$ cat src/rtl/lights_seq_pkg.sv
// -----------------------------------------------------------------------------
// lights_seq_pkg
// Shared types and constants for the lights sequencer.
//   seq_state_t : sequencer FSM states (IDLE, RUN)
//   CMD_*       : 2-bit move codes understood by the three-lane lights FSM
// -----------------------------------------------------------------------------
package lights_seq_pkg;

  typedef enum logic [0:0] {
    IDLE = 1'b0,
    RUN  = 1'b1
  } seq_state_t;

  localparam logic [1:0] CMD_OUTER = 2'b00;
  localparam logic [1:0] CMD_A     = 2'b01;
  localparam logic [1:0] CMD_B     = 2'b10;
  localparam logic [1:0] CMD_HOLD  = 2'b11;

endpackage

$ cat src/rtl/lights_sequencer_beat_tick.sv
// -----------------------------------------------------------------------------
// beat_tick
// Beat prescaler: counts 0..TICK_DIV-1 while enabled and wraps. `tick` is
// high for the single cycle in which the count sits at its terminal value, so
// a register sampling `tick` updates exactly TICK_DIV edges after a clear.
// Ports:
//   clk   in  system clock
//   reset in  asynchronous active-low reset
//   clear in  synchronous clear of the count (wins over en)
//   en    in  count enable
//   tick  out one-cycle terminal-count indication
// -----------------------------------------------------------------------------
module beat_tick #(
  parameter int unsigned TICK_DIV = 25_000_000
) (
  input  logic clk,
  input  logic reset,
  input  logic clear,
  input  logic en,
  output logic tick
);

  localparam int unsigned   CW   = $clog2(TICK_DIV);
  localparam logic [CW-1:0] TERM = CW'(TICK_DIV - 1);

  logic [CW-1:0] cnt_q;
  logic [CW-1:0] cnt_d;

  // Next count: clear, wrap at terminal count, or increment.
  always_comb begin
    cnt_d = cnt_q;
    if (clear) begin
      cnt_d = {CW{1'b0}};
    end else if (en) begin
      if (cnt_q == TERM) begin
        cnt_d = {CW{1'b0}};
      end else begin
        cnt_d = cnt_q + CW'(1'b1);
      end
    end else begin
      cnt_d = cnt_q;
    end
  end

  // Count register.
  always_ff @(posedge clk or negedge reset) begin
    if (!reset) begin
      cnt_q <= {CW{1'b0}};
    end else begin
      cnt_q <= cnt_d;
    end
  end

  assign tick = en && !clear && (cnt_q == TERM);

endmodule

$ cat src/rtl/lights_sequencer.sv
// -----------------------------------------------------------------------------
// lights_sequencer
// Beat-driven command sequencer for the three-lane lights FSM. A pattern of
// 2-bit moves is loaded while idle; after start, one move is issued on `w`
// per beat, with the hold code driven on all other cycles.
// Ports:
//   clk       in  system clock
//   reset     in  asynchronous active-low reset
//   start     in  begin playback (IDLE only)
//   stop      in  abort playback; beats a coincident beat and start
//   len       in  index of last step, latched on accepted start
//   load_en   in  pattern slot write enable (IDLE only)
//   load_addr in  pattern slot to write
//   load_data in  move code to write
//   w         out command to lights FSM (hold 2'b11 except on beats)
//   step      out one-cycle pulse on every beat
//   step_idx  out slot index issued on the current/last beat
//   busy      out playback active (lags the FSM by one cycle)
//   done      out pulse on the final beat of a completed sequence
// Build option: define LIGHTS_SEQ_LOOP_EN to loop the pattern forever instead
// of finishing after the last step.
// -----------------------------------------------------------------------------
module lights_sequencer
  import lights_seq_pkg::*;
#(
  parameter int unsigned DEPTH    = 16,
  parameter int unsigned TICK_DIV = 25_000_000
) (
  input  logic                     clk,
  input  logic                     reset,
  input  logic                     start,
  input  logic                     stop,
  input  logic [$clog2(DEPTH)-1:0] len,
  input  logic                     load_en,
  input  logic [$clog2(DEPTH)-1:0] load_addr,
  input  logic [1:0]               load_data,
  output logic [1:0]               w,
  output logic                     step,
  output logic [$clog2(DEPTH)-1:0] step_idx,
  output logic                     busy,
  output logic                     done
);

  localparam int unsigned AW = $clog2(DEPTH);

  seq_state_t    state_q, state_d;
  logic [AW-1:0] idx_q, idx_d;
  logic [AW-1:0] last_q, last_d;
  logic [1:0]    pat_q [DEPTH];
  logic [1:0]    w_q, w_d;
  logic          step_q, step_d;
  logic [AW-1:0] step_idx_q, step_idx_d;
  logic          busy_q;
  logic          done_q, done_d;

  logic          tick_s;
  logic          clear_s;
  logic          run_s;

  // Prescaler is held at zero throughout IDLE, so it starts from zero on the
  // edge that accepts start.
  assign clear_s = (state_q == IDLE);
  assign run_s   = (state_q == RUN);

  beat_tick #(
    .TICK_DIV (TICK_DIV)
  ) u_beat_tick (
    .clk   (clk),
    .reset (reset),
    .clear (clear_s),
    .en    (run_s),
    .tick  (tick_s)
  );

  // FSM next state, step index and next output values.
  always_comb begin
    state_d    = state_q;
    idx_d      = idx_q;
    last_d     = last_q;
    w_d        = CMD_HOLD;
    step_d     = 1'b0;
    step_idx_d = step_idx_q;
    done_d     = 1'b0;
    case (state_q)
      IDLE: begin
        if (start && !stop) begin
          state_d = RUN;
          last_d  = len;
          idx_d   = {AW{1'b0}};
        end else begin
          state_d = IDLE;
        end
      end
      RUN: begin
        if (stop) begin
          // Abort wins over a coincident beat: outputs stay at hold.
          state_d = IDLE;
        end else if (tick_s) begin
          w_d        = pat_q[idx_q];
          step_d     = 1'b1;
          step_idx_d = idx_q;
          if (idx_q == last_q) begin
`ifdef LIGHTS_SEQ_LOOP_EN
            idx_d   = {AW{1'b0}};
            state_d = RUN;
`else
            done_d  = 1'b1;
            state_d = IDLE;
`endif
          end else begin
            idx_d = idx_q + AW'(1'b1);
          end
        end else begin
          state_d = RUN;
        end
      end
      default: begin
        state_d = IDLE;
      end
    endcase
  end

  // Pattern storage; writable only while idle.
  always_ff @(posedge clk or negedge reset) begin
    if (!reset) begin
      for (int i = 0; i < int'(DEPTH); i++) begin
        pat_q[i] <= CMD_HOLD;
      end
    end else if (load_en && (state_q == IDLE)) begin
      pat_q[load_addr] <= load_data;
    end
  end

  // FSM, index and output registers. busy follows the state one cycle late.
  always_ff @(posedge clk or negedge reset) begin
    if (!reset) begin
      state_q    <= IDLE;
      idx_q      <= {AW{1'b0}};
      last_q     <= {AW{1'b0}};
      w_q        <= CMD_HOLD;
      step_q     <= 1'b0;
      step_idx_q <= {AW{1'b0}};
      busy_q     <= 1'b0;
      done_q     <= 1'b0;
    end else begin
      state_q    <= state_d;
      idx_q      <= idx_d;
      last_q     <= last_d;
      w_q        <= w_d;
      step_q     <= step_d;
      step_idx_q <= step_idx_d;
      busy_q     <= (state_q == RUN);
      done_q     <= done_d;
    end
  end

  assign w        = w_q;
  assign step     = step_q;
  assign step_idx = step_idx_q;
  assign busy     = busy_q;
  assign done     = done_q;

endmodule

$ cat config.mk
export PLATFORM = sky130hd
export DESIGN_NAME = lights_sequencer
export DESIGN_NICKNAME = d
export VERILOG_FILES = /design/src/rtl/lights_seq_pkg.sv /design/src/rtl/lights_sequencer_beat_tick.sv /design/src/rtl/lights_sequencer.sv
export SDC_FILE = /design/constraint.sdc
export NUM_CORES = 1
export LEC_CHECK = 0
export CORE_AREA = 2 2 66 99
export CTS_BUF_LIST = sky130_fd_sc_hd__clkbuf_8
export DETAILED_ROUTE_END_ITERATION = 12
export DIE_AREA = 0 0 68 101
export DONT_BUFFER_PORTS = 1
export PLACE_DENSITY = 0.86
export SETUP_SLACK_MARGIN = 0.3
export SYNTH_ARGS = -nofsm -noshare
export SYNTH_HDL_FRONTEND = slang
export SYNTH_SLANG_ARGS = --single-unit
$ cat constraint.sdc
create_clock -name clk -period 2.4 [get_ports clk]
set_clock_uncertainty 0.1 [all_clocks]
set_input_delay 0.24 -clock clk [delete_from_list [all_inputs] [get_ports clk]]
set_output_delay 0.24 -clock clk [all_outputs]
set_load 0.05 [all_outputs]
==> metrics.md <==
| Metric | Value |
|---|---|
| Die Area | `6870 um^2` |
| Startpoint Class | `flop` |
| Global route overflow | `0` |
| Ports | `24` |
| Pwr/cell area | `762 nW/um^2` |
| H-tree depth | `3` |
| GP Congestion | `0.872` |
| Worst Setup End Kind | `flop` |
| Number of global-route vias before repair | `2585` |
| Syn nets | `318` |
| RSZ-0062 raised after global routing | `false` |
| Worst EP arrival | `2.19 ns` |
| Rel. slew slack | `63.0%` |
| Initial DRC count | `271` |
| Distinct cells, synth | `41` |
| Minimum clock period | `2.04 ns` |
| Initial antenna violation count | `0` |
| Sequential element share of the synthesized area | `51.7%` |
| Crit Path Class | `flop to flop` |
| Vias | `2445` |
| Wire per inst | `18.8 um` |
| Area of the core | `6040 um^2` |
| Maximum root-to-sink buffer count | `2` |
| Initial Utilization | `61.4%` |
| Period utilization | `84.9%` |
| Hold/Removal Path Class | `input pin to flop` |
| Total track usage | `23.9%` |
| Max stage delay on crit path | `0.49 ns` |
| Share of layout cells above drive strength 1 | `38.8%` |
| Vias per cell | `6.21` |
| Mapped Cells | `301` |
| Port bufs | `0` |
| Number of buffers created by CTS | `9` |
| Final number of hold-violating endpoints | `0` |
| EDFF count, synth | `0` |
| Worst path slowest cell | `dfrtp_2` |
| Tightest Pin Transition | `0.553 ns` |
| Die Ht | `101 um` |
| Largest net degree at the start of global routing | `76` |
| CP Max Fanout | `9` |
| Most frequent cells in the layout | `mux2_2 (40), dfrtp_1 (40), dfstp_2 (34), nand2_1 (24), nor2_1 (18)` |
| CTS tree | `done` |
| Clk root buf | `clkbuf_8` |
| # rows | `35` |
| Residual DRC | `0` |
| Worst-path cell chain | `nor4b_4 > nand4_4 > o31ai_4 > buf_4 > a21oi_1` |
| Net count reported at finish | `332` |
| Die Width | `68 um` |
| Slew Limit Fails | `0` |
| Setup violations, final | `0` |
| First-pass GRT wire length | `12.0 mm` |
| Final ANT Viol Nets | `0` |
| Post-synth ARST share | `100%` |
| Max Cap Viol | `0` |
| Synth warn | `0` |
| Post-Syn Area | `3710 um^2` |
| Clock latency on the worst-skew pair | `0.37 ns` |
| Clock-pin slew on the worst setup and hold paths | `0.08 ns` |
| FF+latch count, synth | `75` |
| Clock sink count | `75` |
| HPWL after DPL | `4.83 mm` |
| Max VDD drop | `0.547 mV` |
| Main synth FF type | `dfrtp_1` |
| Top Family by Delay on Critical Path | `simple AND/OR/NAND/NOR gates` |
| Setup ws final | `0.363 ns` |
| Setup WS pre-CTS | `0.283 ns` |
| DRT Pass-1 Iters | `4` |
| Status | `finished clean` |
| Lkg Pwr | `1.66 nW` |
| Setup tns final | `0 ns` |
| Area Growth Syn to Fin | `11.9%` |
| Crit path buf inv count | `1` |
| Final WL | `7.39 mm` |
| Syn avg cell area | `12.3 um^2` |
| Diodes inserted | `0` |
| Peak Freq | `491 MHz` |
| Critical path required time | `2.55 ns` |
| Final Util | `68.7%` |
-- metrics by stage --
stage | power [mW] | cells | instance area [um^2] | hold WS, ns
finish | 3.16 | 394 | 4150 | 0.0797
global route | 3.27 | 394 | 4150 | 0.101
CTS | 3.15 | 390 | 4100 | 0.0749
detailed placement | 1.94 | 365 | 3750 | -0.154
global placement | 1.91 | 365 | 3750 | -0.154
floorplan | 1.87 | 301 | 3710 | -0.156
-- cell type report --
class / instances / area, um^2
Timing Repair Buffer: 18 / 175
Fill cell: 412 / 1890
Clock buffer: 9 / 124
Sequential cell: 75 / 1920
Clock inverter: 7 / 116
Tap cell: 74 / 92.6
Inverter: 2 / 7.51
Multi-Input combinational cell: 209 / 1710
-- cell usage after synthesis (all sizes together) (2+ instances only) --
| library cell | n | area share, % |
|---|---|---|
| or3 | 10 | 1.7 |
| nand2 | 25 | 2.7 |
| o31ai | 2 | 0.78 |
| and4bb | 2 | 0.67 |
| nor3b | 2 | 0.71 |
| nand4 | 14 | 3.3 |
| a21oi | 11 | 1.5 |
| dfstp | 34 | 24 |
| a22oi | 2 | 0.40 |
| inv | 2 | 0.20 |
| and4 | 4 | 0.94 |
| clkbuf | 5 | 0.51 |
| o21ai | 10 | 1.3 |
| xnor2 | 6 | 1.4 |
| ha | 2 | 0.67 |
| nand3 | 12 | 1.6 |
| mux4 | 8 | 4.9 |
| nor4b | 3 | 1.0 |
| nor2 | 19 | 2.1 |
| dfrtp | 41 | 28 |
| xor2 | 12 | 2.8 |
| buf | 10 | 2.0 |
| and3 | 6 | 1.0 |
| and2 | 2 | 0.34 |
| mux2i | 4 | 1.1 |
| nand3b | 2 | 0.40 |
| nor2b | 6 | 1.0 |
| mux2 | 40 | 12 |
| or4 | 2 | 0.40 |
-- power breakdown --
part	internal, mW	total (mW)	switching [mW]
Combinational	0.217	0.360	0.143
Clock	0.688	1.18	0.496
Sequential	1.52	1.62	0.0959
Total	2.43	3.16	0.734
-- worst paths after layout --
kind	endpoint	slack [ns]	cells after the start	from
setup / recovery	u_beat_tick.cnt_q[17]$_DFF_PN0_	0.36	5	u_beat_tick.cnt_q[15]$_DFF_PN0_
hold / removal	pat_q[25]$_DFFE_PN1P_	0.08	2	load_addr[3]
setup reg to reg	u_beat_tick.cnt_q[17]$_DFF_PN0_	0.36	5	u_beat_tick.cnt_q[15]$_DFF_PN0_
hold reg to reg	u_beat_tick.cnt_q[0]$_DFF_PN0_	0.38	1	u_beat_tick.cnt_q[0]$_DFF_PN0_
max in group asynchronous	pat_q[4]$_DFFE_PN1P_	1.55	2	reset
min in group asynchronous	u_beat_tick.cnt_q[22]$_DFF_PN0_	0.31	2	reset
-- metal layers --
layer	GRT usage, %	vias up	part of all wire (%)
met1	27.0	1241	38
met3	6.82	20	3.6
li1	-	1120	-
met5	0	-	0
met2	39.8	64	55
met4	12.6	0	3.4
-- state kept, by name (all words and copies together), names as in the netlist --
name and count:
pat_q 32, busy 1, run_s 1, idx_q 4
step 1, w 2, u_beat_tick.cnt_q 25, done 1
last_q 4, step_idx 4
-- logic make-up (layout without fill, tap and decap cells) --
logic type      Yosys count  after routing  synth area share (%)
flops                    75             75                  51.7
compound gates           26             26                  4.25
mux                      52             52                  18.1
fa+ha+maj                 2              2                 0.674
simple gates            111            111                  18.3
xor+xnor                 18             18                  4.25
buf+inv                  17             36                  2.66
-- repair_timing --
item	in CTS	in global routing
setup buffers	0	4
gates resized for setup	1	5
pin swaps	0	1
endpoints found under the hold margin	112	0
hold buffers	9	0
setup endpoints to repair	1	18
Note: power is estimated with default switching activity, not from simulation.
